===== config.mk =====
export PLATFORM = sky130hd
export DESIGN_NAME = load_store_unit
export DESIGN_NICKNAME = d
export VERILOG_FILES = /design/src/rtl/load_store_unit.sv
export SDC_FILE = /design/constraint.sdc
export NUM_CORES = 1
export LEC_CHECK = 0
export ABC_AREA = 1
export CAP_MARGIN = 30
export CORE_MARGIN = 8
export CORE_UTILIZATION = 45
export DETAILED_ROUTE_END_ITERATION = 8
export PLACE_DENSITY = 0.79
export SLEW_MARGIN = 10
export SYNTH_ARGS = -nofsm -noshare
export SYNTH_HDL_FRONTEND = slang
export SYNTH_SLANG_ARGS = --single-unit
export TNS_END_PERCENT = 30

===== constraint.sdc =====
create_clock -name clk_i -period 2.5 [get_ports clk_i]
set_input_delay 0.375 -clock clk_i [delete_from_list [all_inputs] [get_ports clk_i]]
set_output_delay 0.375 -clock clk_i [all_outputs]
set_load 0.005 [all_outputs]

===== src/rtl/load_store_unit.sv =====
// Data-memory access stage: formats loads/stores, runs a req/ack handshake with data memory,
// stalls the core while busy and reports faults and timeouts with a one-cycle done pulse.
module load_store_unit #(
  parameter int unsigned MaxWait = 15
) (
  input  logic        clk_i,
  input  logic        reset_i,
  input  logic        start_i,
  input  logic        is_store_i,
  input  logic [2:0]  funct3_i,
  input  logic [31:0] addr_i,
  input  logic [31:0] store_data_i,
  output logic        busy_o,
  output logic        done_o,
  output logic [31:0] load_data_o,
  output logic        fault_o,
  output logic        timeout_err_o,
  output logic        mem_req_o,
  output logic        mem_we_o,
  output logic [31:0] mem_addr_o,
  output logic [3:0]  mem_wstrb_o,
  output logic [31:0] mem_wdata_o,
  input  logic        mem_ack_i,
  input  logic [31:0] mem_rdata_i
);

  typedef enum logic [1:0] {StIdle, StWait, StResp} state_e;

  localparam logic [7:0] CntLast = 8'(MaxWait - 1);

  state_e      state_q, state_d;
  logic        mem_req_q, mem_req_d;
  logic        mem_we_q, mem_we_d;
  logic [31:0] mem_addr_q, mem_addr_d;
  logic [3:0]  mem_wstrb_q, mem_wstrb_d;
  logic [31:0] mem_wdata_q, mem_wdata_d;
  logic [1:0]  off_q, off_d;
  logic [2:0]  funct3_q, funct3_d;
  logic [7:0]  cnt_q, cnt_d;
  logic        done_q, done_d;
  logic        fault_q, fault_d;
  logic        timeout_q, timeout_d;
  logic [31:0] load_data_q, load_data_d;

  logic        legal;
  logic [3:0]  st_wstrb;
  logic [31:0] st_wdata;
  logic [31:0] rd_shift;
  logic [31:0] ld_fmt;

  // Alignment and funct3 legality of the incoming request.
  always_comb begin
    legal = 1'b0;
    if (is_store_i) begin
      unique case (funct3_i)
        3'b000:  legal = 1'b1;
        3'b001:  legal = ~addr_i[0];
        3'b010:  legal = (addr_i[1:0] == 2'b00);
        default: legal = 1'b0;
      endcase
    end else begin
      unique case (funct3_i)
        3'b000, 3'b100: legal = 1'b1;
        3'b001, 3'b101: legal = ~addr_i[0];
        3'b010:         legal = (addr_i[1:0] == 2'b00);
        default:        legal = 1'b0;
      endcase
    end
  end

  always_comb begin
    st_wstrb = 4'b0000;
    st_wdata = 32'h0;
    if (is_store_i) begin
      unique case (funct3_i[1:0])
        2'b00: begin
          st_wstrb = 4'b0001 << addr_i[1:0];
          st_wdata = {4{store_data_i[7:0]}};
        end
        2'b01: begin
          st_wstrb = 4'b0011 << addr_i[1:0];
          st_wdata = {2{store_data_i[15:0]}};
        end
        default: begin
          st_wstrb = 4'b1111;
          st_wdata = store_data_i;
        end
      endcase
    end
  end

  // Bring the addressed byte/halfword down to bit 0 before extending.
  always_comb begin
    rd_shift = mem_rdata_i >> {off_q, 3'b000};
    unique case (funct3_q)
      3'b000:  ld_fmt = {{24{rd_shift[7]}}, rd_shift[7:0]};
      3'b001:  ld_fmt = {{16{rd_shift[15]}}, rd_shift[15:0]};
      3'b010:  ld_fmt = mem_rdata_i;
      3'b100:  ld_fmt = {24'h0, rd_shift[7:0]};
      3'b101:  ld_fmt = {16'h0, rd_shift[15:0]};
      default: ld_fmt = 32'h0;
    endcase
  end

  always_comb begin
    state_d     = state_q;
    mem_req_d   = mem_req_q;
    mem_we_d    = mem_we_q;
    mem_addr_d  = mem_addr_q;
    mem_wstrb_d = mem_wstrb_q;
    mem_wdata_d = mem_wdata_q;
    off_d       = off_q;
    funct3_d    = funct3_q;
    cnt_d       = cnt_q;
    done_d      = 1'b0;
    fault_d     = fault_q;
    timeout_d   = timeout_q;
    load_data_d = load_data_q;

    unique case (state_q)
      StIdle: begin
        if (start_i) begin
          timeout_d   = 1'b0;
          load_data_d = 32'h0;
          if (legal) begin
            mem_req_d   = 1'b1;
            mem_we_d    = is_store_i;
            mem_addr_d  = {addr_i[31:2], 2'b00};
            mem_wstrb_d = st_wstrb;
            mem_wdata_d = st_wdata;
            off_d       = addr_i[1:0];
            funct3_d    = funct3_i;
            cnt_d       = 8'h0;
            fault_d     = 1'b0;
            state_d     = StWait;
          end else begin
            fault_d = 1'b1;
            done_d  = 1'b1;
            state_d = StResp;
          end
        end
      end
      StWait: begin
        // Ack on the final wait cycle takes precedence over the timeout.
        if (mem_ack_i) begin
          mem_req_d   = 1'b0;
          load_data_d = mem_we_q ? 32'h0 : ld_fmt;
          done_d      = 1'b1;
          state_d     = StResp;
        end else if (cnt_q == CntLast) begin
          mem_req_d   = 1'b0;
          timeout_d   = 1'b1;
          load_data_d = 32'h0;
          done_d      = 1'b1;
          state_d     = StResp;
        end else begin
          cnt_d = cnt_q + 8'h1;
        end
      end
      StResp: begin
        state_d = StIdle;
      end
      default: begin
        state_d = StIdle;
      end
    endcase
  end

  always_ff @(posedge clk_i) begin
    if (reset_i) begin
      state_q     <= StIdle;
      mem_req_q   <= 1'b0;
      mem_we_q    <= 1'b0;
      mem_addr_q  <= 32'h0;
      mem_wstrb_q <= 4'h0;
      mem_wdata_q <= 32'h0;
      off_q       <= 2'b00;
      funct3_q    <= 3'b000;
      cnt_q       <= 8'h0;
      done_q      <= 1'b0;
      fault_q     <= 1'b0;
      timeout_q   <= 1'b0;
      load_data_q <= 32'h0;
    end else begin
      state_q     <= state_d;
      mem_req_q   <= mem_req_d;
      mem_we_q    <= mem_we_d;
      mem_addr_q  <= mem_addr_d;
      mem_wstrb_q <= mem_wstrb_d;
      mem_wdata_q <= mem_wdata_d;
      off_q       <= off_d;
      funct3_q    <= funct3_d;
      cnt_q       <= cnt_d;
      done_q      <= done_d;
      fault_q     <= fault_d;
      timeout_q   <= timeout_d;
      load_data_q <= load_data_d;
    end
  end

  assign busy_o        = ((state_q == StIdle) & start_i) | (state_q == StWait);
  assign done_o        = done_q;
  assign load_data_o   = load_data_q;
  assign fault_o       = fault_q;
  assign timeout_err_o = timeout_q;
  assign mem_req_o     = mem_req_q;
  assign mem_we_o      = mem_we_q;
  assign mem_addr_o    = mem_addr_q;
  assign mem_wstrb_o   = mem_wstrb_q;
  assign mem_wdata_o   = mem_wdata_q;

endmodule


# Yosys cells after proc, flatten, opt, wreduce, memory -nomap -nowiden
# Cells that the tools add are included.
[totals] regBits=118 wordCells=89 input_bits=104
[classes] n_addsub=1 n_eq_ne=17 n_mux=37 n_reduce_logical=15 shifts=3 n_bitwise=3
[op_table] cell="32-bit 2-to-1 mux" count=5
[op_table] cell="32-bit case mux with 5 select lines" count=1
[op_table] cell="32-bit case mux with 2 select lines" count=2
[op_table] cell="8-bit 2-to-1 mux" count=4
[op_table] cell="32-bit by 5-bit right shift with 16-bit output" count=1
[op_table] cell="8-bit case mux with 2 select lines" count=1
[op_table] cell="3-bit equality test (second input constant)" count=4
[op_table] cell="1-bit 2-to-1 mux" count=12
[op_table] cell="2-bit inequality test (second input constant)" count=5
[op_table] cell="8-bit by 1-bit adder with 8-bit output (second input constant)" count=1
[op_table] cell="8-bit by 4-bit equality test with 1-bit output (second input constant)" count=1
[op_table] cell="2-bit 2-to-1 mux" count=4
[op_table] cell="4-bit case mux with 2 select lines" count=1
[op_table] cell="4-bit AND reduction" count=2
[op_table] cell="3-bit by 1-bit equality test with 1-bit output (second input constant)" count=2
[op_table] cell="3-bit by 2-bit equality test with 1-bit output (second input constant)" count=2
[op_table] cell="2-bit zero test" count=3
[op_table] cell="3-bit zero test" count=2
[op_table] cell="1-bit case mux with 2 select lines" count=3
[op_table] cell="1-bit case mux with 3 select lines" count=2
[op_table] cell="3-bit AND reduction" count=2
[op_table] cell="5-bit AND reduction" count=1
[op_table] cell="2-bit by 1-bit equality test with 1-bit output (second input constant)" count=2
[op_table] cell="4-bit 2-to-1 mux" count=1
[op_table] cell="other kinds (10)" count=12

# Longest topological paths before layout
[depth] depth_word=7 ltp_mapped=11

# Worst setup path after synthesis
# Ideal clock, no wire load.
[synth_path] path_type="register -> register" start="register cnt_q[0]" end="register load_data_q[13], in the netlist load_data_o[13]" path_buffers=1 slack_ns=0.979 t_required_ns=2.430 arrival_time_ns=1.450 path_stages_with_launch=11 setup_time_ns=0.070 cell_sequence="dfxtp_1 > inv_1 > ha_1 > nand2_1 > nor2_1 > nand2_1 > nand3_1 > nand3_1 > clkbuf_1 > nand2_1 > a21oi_1"
[synth_via] elab_chain_cells=3
[synth_rtl] item="start: declaration" line="39" text="logic [7:0] cnt_q, cnt_d;"
[synth_rtl] item="start signal: assignment" line="193" text="cnt_q <= cnt_d;"
[synth_rtl] item="8-bit by 4-bit equality test with 1-bit output" line="150" text="end else if (cnt_q == CntLast) begin"
[synth_rtl] item="3-bit inequality test (no line)"
[synth_rtl] item="3-bit AND reduction (no line)"
[synth_rtl] item="end signal: assignment" line="197" text="load_data_q <= load_data_d;"
[synth_rtl] item="end: declaration" line="43" text="logic [31:0] load_data_q, load_data_d;"
# Every way passes these cells.
# A chain may end at the register's enable or synchronous reset.

# Final worst setup path
[layout_path] start="register state_q[0]" end="output busy_o"
[layout_via] elab_chain_cells=3 elab_cells_between_ends=4 classes_between="1 x eq/ne; 2 x bitwise; 1 x reduce/logical"
[layout_rtl] item="start: declaration" line="31" text="state_e state_q, state_d;"
[layout_rtl] item="start signal: assignment" line="171" text="state_q <= StIdle;"
[layout_rtl] item="start signal: assignment" line="185" text="state_q <= state_d;"
[layout_rtl] item="2-bit zero test" line="201" text="assign busy_o = ((state_q == StIdle) & start_i) | (state_q == StWait);"
[layout_rtl] item="1-bit AND" line="201"
[layout_rtl] item="1-bit OR *" line="201"
[layout_rtl] item="end: declaration" line="13" text="output logic busy_o,"
# Every way passes the cells marked *; elsewhere a longest branch is shown, timed or not.

==> reports/metrics.yaml <==
outcome:
  status: "finished clean"
setup_path:
  crit_fanout: 8
  setup.worst_path.end_class: "primary output"
  required_ps: 2120
  path_common_cell: "inv_1"
  critPathMaxStageDelay_ps: 510
  path_cells: "inv_1 -> nor2_2 -> inv_1 -> nand2_1 -> clkdlybuf4s50_1"
  start_kind: "flip-flop"
  cp.arrival_ps: 1890
  path_class: "flip-flop to primary output"
  cp_slowest_cell: "clkdlybuf4s50_1"
routing:
  viasPerCell: 5.13
  vias: 5818
  wl_mm: 18.1
  initialDrtViolationCount: 463
  drtPass1Iterations: 5
  ant_nets: 0
  route.detailed.wl_per_inst_um: 15.9
  drc: 0
cts:
  cts_tree: "yes"
  insertion_delay_ps: 410
  clock_sinks: 118
  ctsResizeCount: 0
  htreeDepth: 4
  numCtsBuffers: 17
  cts_hold_buf: 0
  clock-root-buffer: "clkbuf_16"
  cts_setup_buffers: 0
  cts_buffer_depth: 2
  path_clk_slew_ps: 50
cells_and_area:
  finalInstanceArea_um2: 8120
  syn2layout_area_growth_pct: 52.0
  nets: 1084
  drive_gt1_share_pct: 6.86
floorplan:
  die_h_um: 125
  die_area_um2: 15600
  rows: 39
  die_w_um: 125
  ios: 210
  core_um2: 11500
  initial_core_util_pct: 46.4
timing:
  final_hold_viol_count: 0
  clock_skew_ps: 8.06
  tightest_slew_ps: 538
  setup_viol: 0
  whs_ps: 456
  fin_ws_ps: 239
  relSlewSlack_pct: 64.2
  fin_crit_ps: 2260
  post-route-period-util_pct: 90.4
  rsz0062_at_grt: "false"
  max_freq_mhz: 442
  fin_tns_setup_ps: 0
  slew_viol_final: 0
grt:
  grt_pass1_wl_mm: 28.7
  use_met3_pct: 8.50
  grt_usage_pct: 22.6
  grt_pass1_vias: 5700
  grt_max_degree: 48
  antenna_found_initial: 1
  grt_util_met1_pct: 25.7
  grt.busiest_layer: "met2"
  grt_overflow_total: 0
  met2_usage_pct: 38.4
yosys:
  synth_seq_area_share_pct: 44.2
  synth_cell_types: 30
  netlist_area_um2: 5340
  synth-warning-count: 0
  avgSynthCellArea_um2: 6.81
  netlist_instances: 784
  ys_top_cells_by_area: "dfxtp_1 (44%), nand2_1 (19%), o21ai_0 (7.8%)"
  ys_seq_elements: 118
  synth_top_area_share_pct: 44.2
  synth_top_area_cell: "dfxtp_1"
placed_design:
  port_buffers: 207
  gp_congestion: 0.871
  dp_hpwl_mm: 13.4
  place_ws_ps: 5.47
  placed_area_um2: 7490
power_and_ir_drop:
  irDropWorstVdd_uv: 505
  p_leak_nw: 3.12
  pwr_density_cell_nw_per_um2: 657
run:
  maxCapViolations: 0
worst_hold_path:
  hp-class: "input port to flip-flop"
-- placed cells by master, fill, tap and decap left out, drive strengths merged --
| cell type | n |
|---|---|
| inv | 39 |
| buf | 18 |
| o22ai | 7 |
| clkdlybuf4s50 | 206 |
| nor2 | 59 |
| clkinvlp | 4 |
| a211oi | 4 |
| nand4 | 1 |
| clkinv | 6 |
| nand3 | 46 |
| o211ai | 1 |
| o21ai | 94 |
| bufinv | 4 |
| o221ai | 1 |
| nor3 | 3 |
| clkbuf | 20 |
| xor2 | 1 |
| ha | 2 |
| nand2 | 272 |
| dfxtp | 118 |
| diode | 1 |
| a21oi | 81 |
| mux2i | 1 |
| a31oi | 1 |
| conb | 2 |
-- worst paths after layout --
path,from,endpoint,slack [ps],cells after the start
min,reset_i,state_q[0]$_SDFFE_PP0P_,460,2
max reg2reg,state_q[1]$_SDFFE_PP0P_,mem_wstrb_o[3]$_SDFFE_PP0P_,600,7
min reg2reg,mem_wstrb_o[0]$_SDFFE_PP0P_,mem_wstrb_o[0]$_SDFFE_PP0P_,460,2
max,state_q[0]$_SDFFE_PP0P_,busy_o,240,5
-- cells by family after synthesis --
family                   count (synthesis)  share of synthesized area, %
AND/OR/NAND/NOR                        381                          28.6
XOR/XNOR                                 1                         0.164
AO/OA/AOI/OAI                          189                          19.0
multiplexers                             1                         0.187
buffers and inverters                   91                          7.31
adder cells (fa/ha/maj)                  2                         0.469
flip-flops                             118                          44.2
other                                    1                        0.0702
-- final cells by class --
| cell class | count | area, um^2 |
|---|---|---|
| multi-input cells | 576 | 2600 |
| fillers | 1003 | 3400 |
| repair buffers | 224 | 2190 |
| well taps | 143 | 179 |
| clock inverters | 12 | 178 |
| clock buffers | 20 | 447 |
| diodes | 1 | 2.50 |
| inverters | 41 | 154 |
| flip-flops and latches | 118 | 2360 |
-- synth_stat cells --
cell type	count
ha_1	2
a31oi_1	1
conb_1	1
a211oi_1	3
a211oi_2	1
o211ai_1	1
nor2_2	3
o221ai_1	1
o21ai_1	1
inv_2	4
buf_4	3
mux2i_1	1
buf_6	2
nand2_1	272
clkbuf_1	27
buf_2	18
o21ai_0	83
xor2_1	1
nor3_4	1
a21oi_1	81
nand4_1	1
clkinv_1	2
nor3_1	2
nor2_1	56
inv_1	35
o21ai_2	10
o22ai_1	7
nand3_1	45
nand3_4	1
dfxtp_1	118
-- flip-flops by register name, summed over array words and instances, names as in the netlist --
register / cells
load_data_o: 32
cnt_q: 8
mem_wdata_o: 32
timeout_err_o: 1
mem_we_o: 1
done_o: 1
mem_req_o: 1
off_q: 2
mem_addr_o: 30
state_q: 2
mem_wstrb_o: 4
fault_o: 1
funct3_q: 3
-- stage by stage --
step	total power, mW	utilization, %	instances
finish	5.33	70.5	1135
global route	5.54	70.5	1135
CTS	5.36	70.4	1134
detailed placement	2.81	65.0	1102
global placement	2.80	65.0	1102
floorplan	2.41	-	785
-- metal layers --
layer  wire (um)  up-vias
li1            -     2932
met1        7570     2671
met2        8730      192
met3        1520       23
met4         271        0
met5           0        -
-- critical path, delay by kind of cell, from the launching register on --
kind	cells	cell delay (ps)
buf+inv	3	780
flops	1	350
simple gates	2	360
-- where the power goes --
group	switching (mW)	internal, mW	total, mW
clock	0.867	1.69	2.56
combinational	0.413	0.373	0.786
sequential	0.0381	1.95	1.98
No activity file was read; power rests on OpenSTA's default activity.
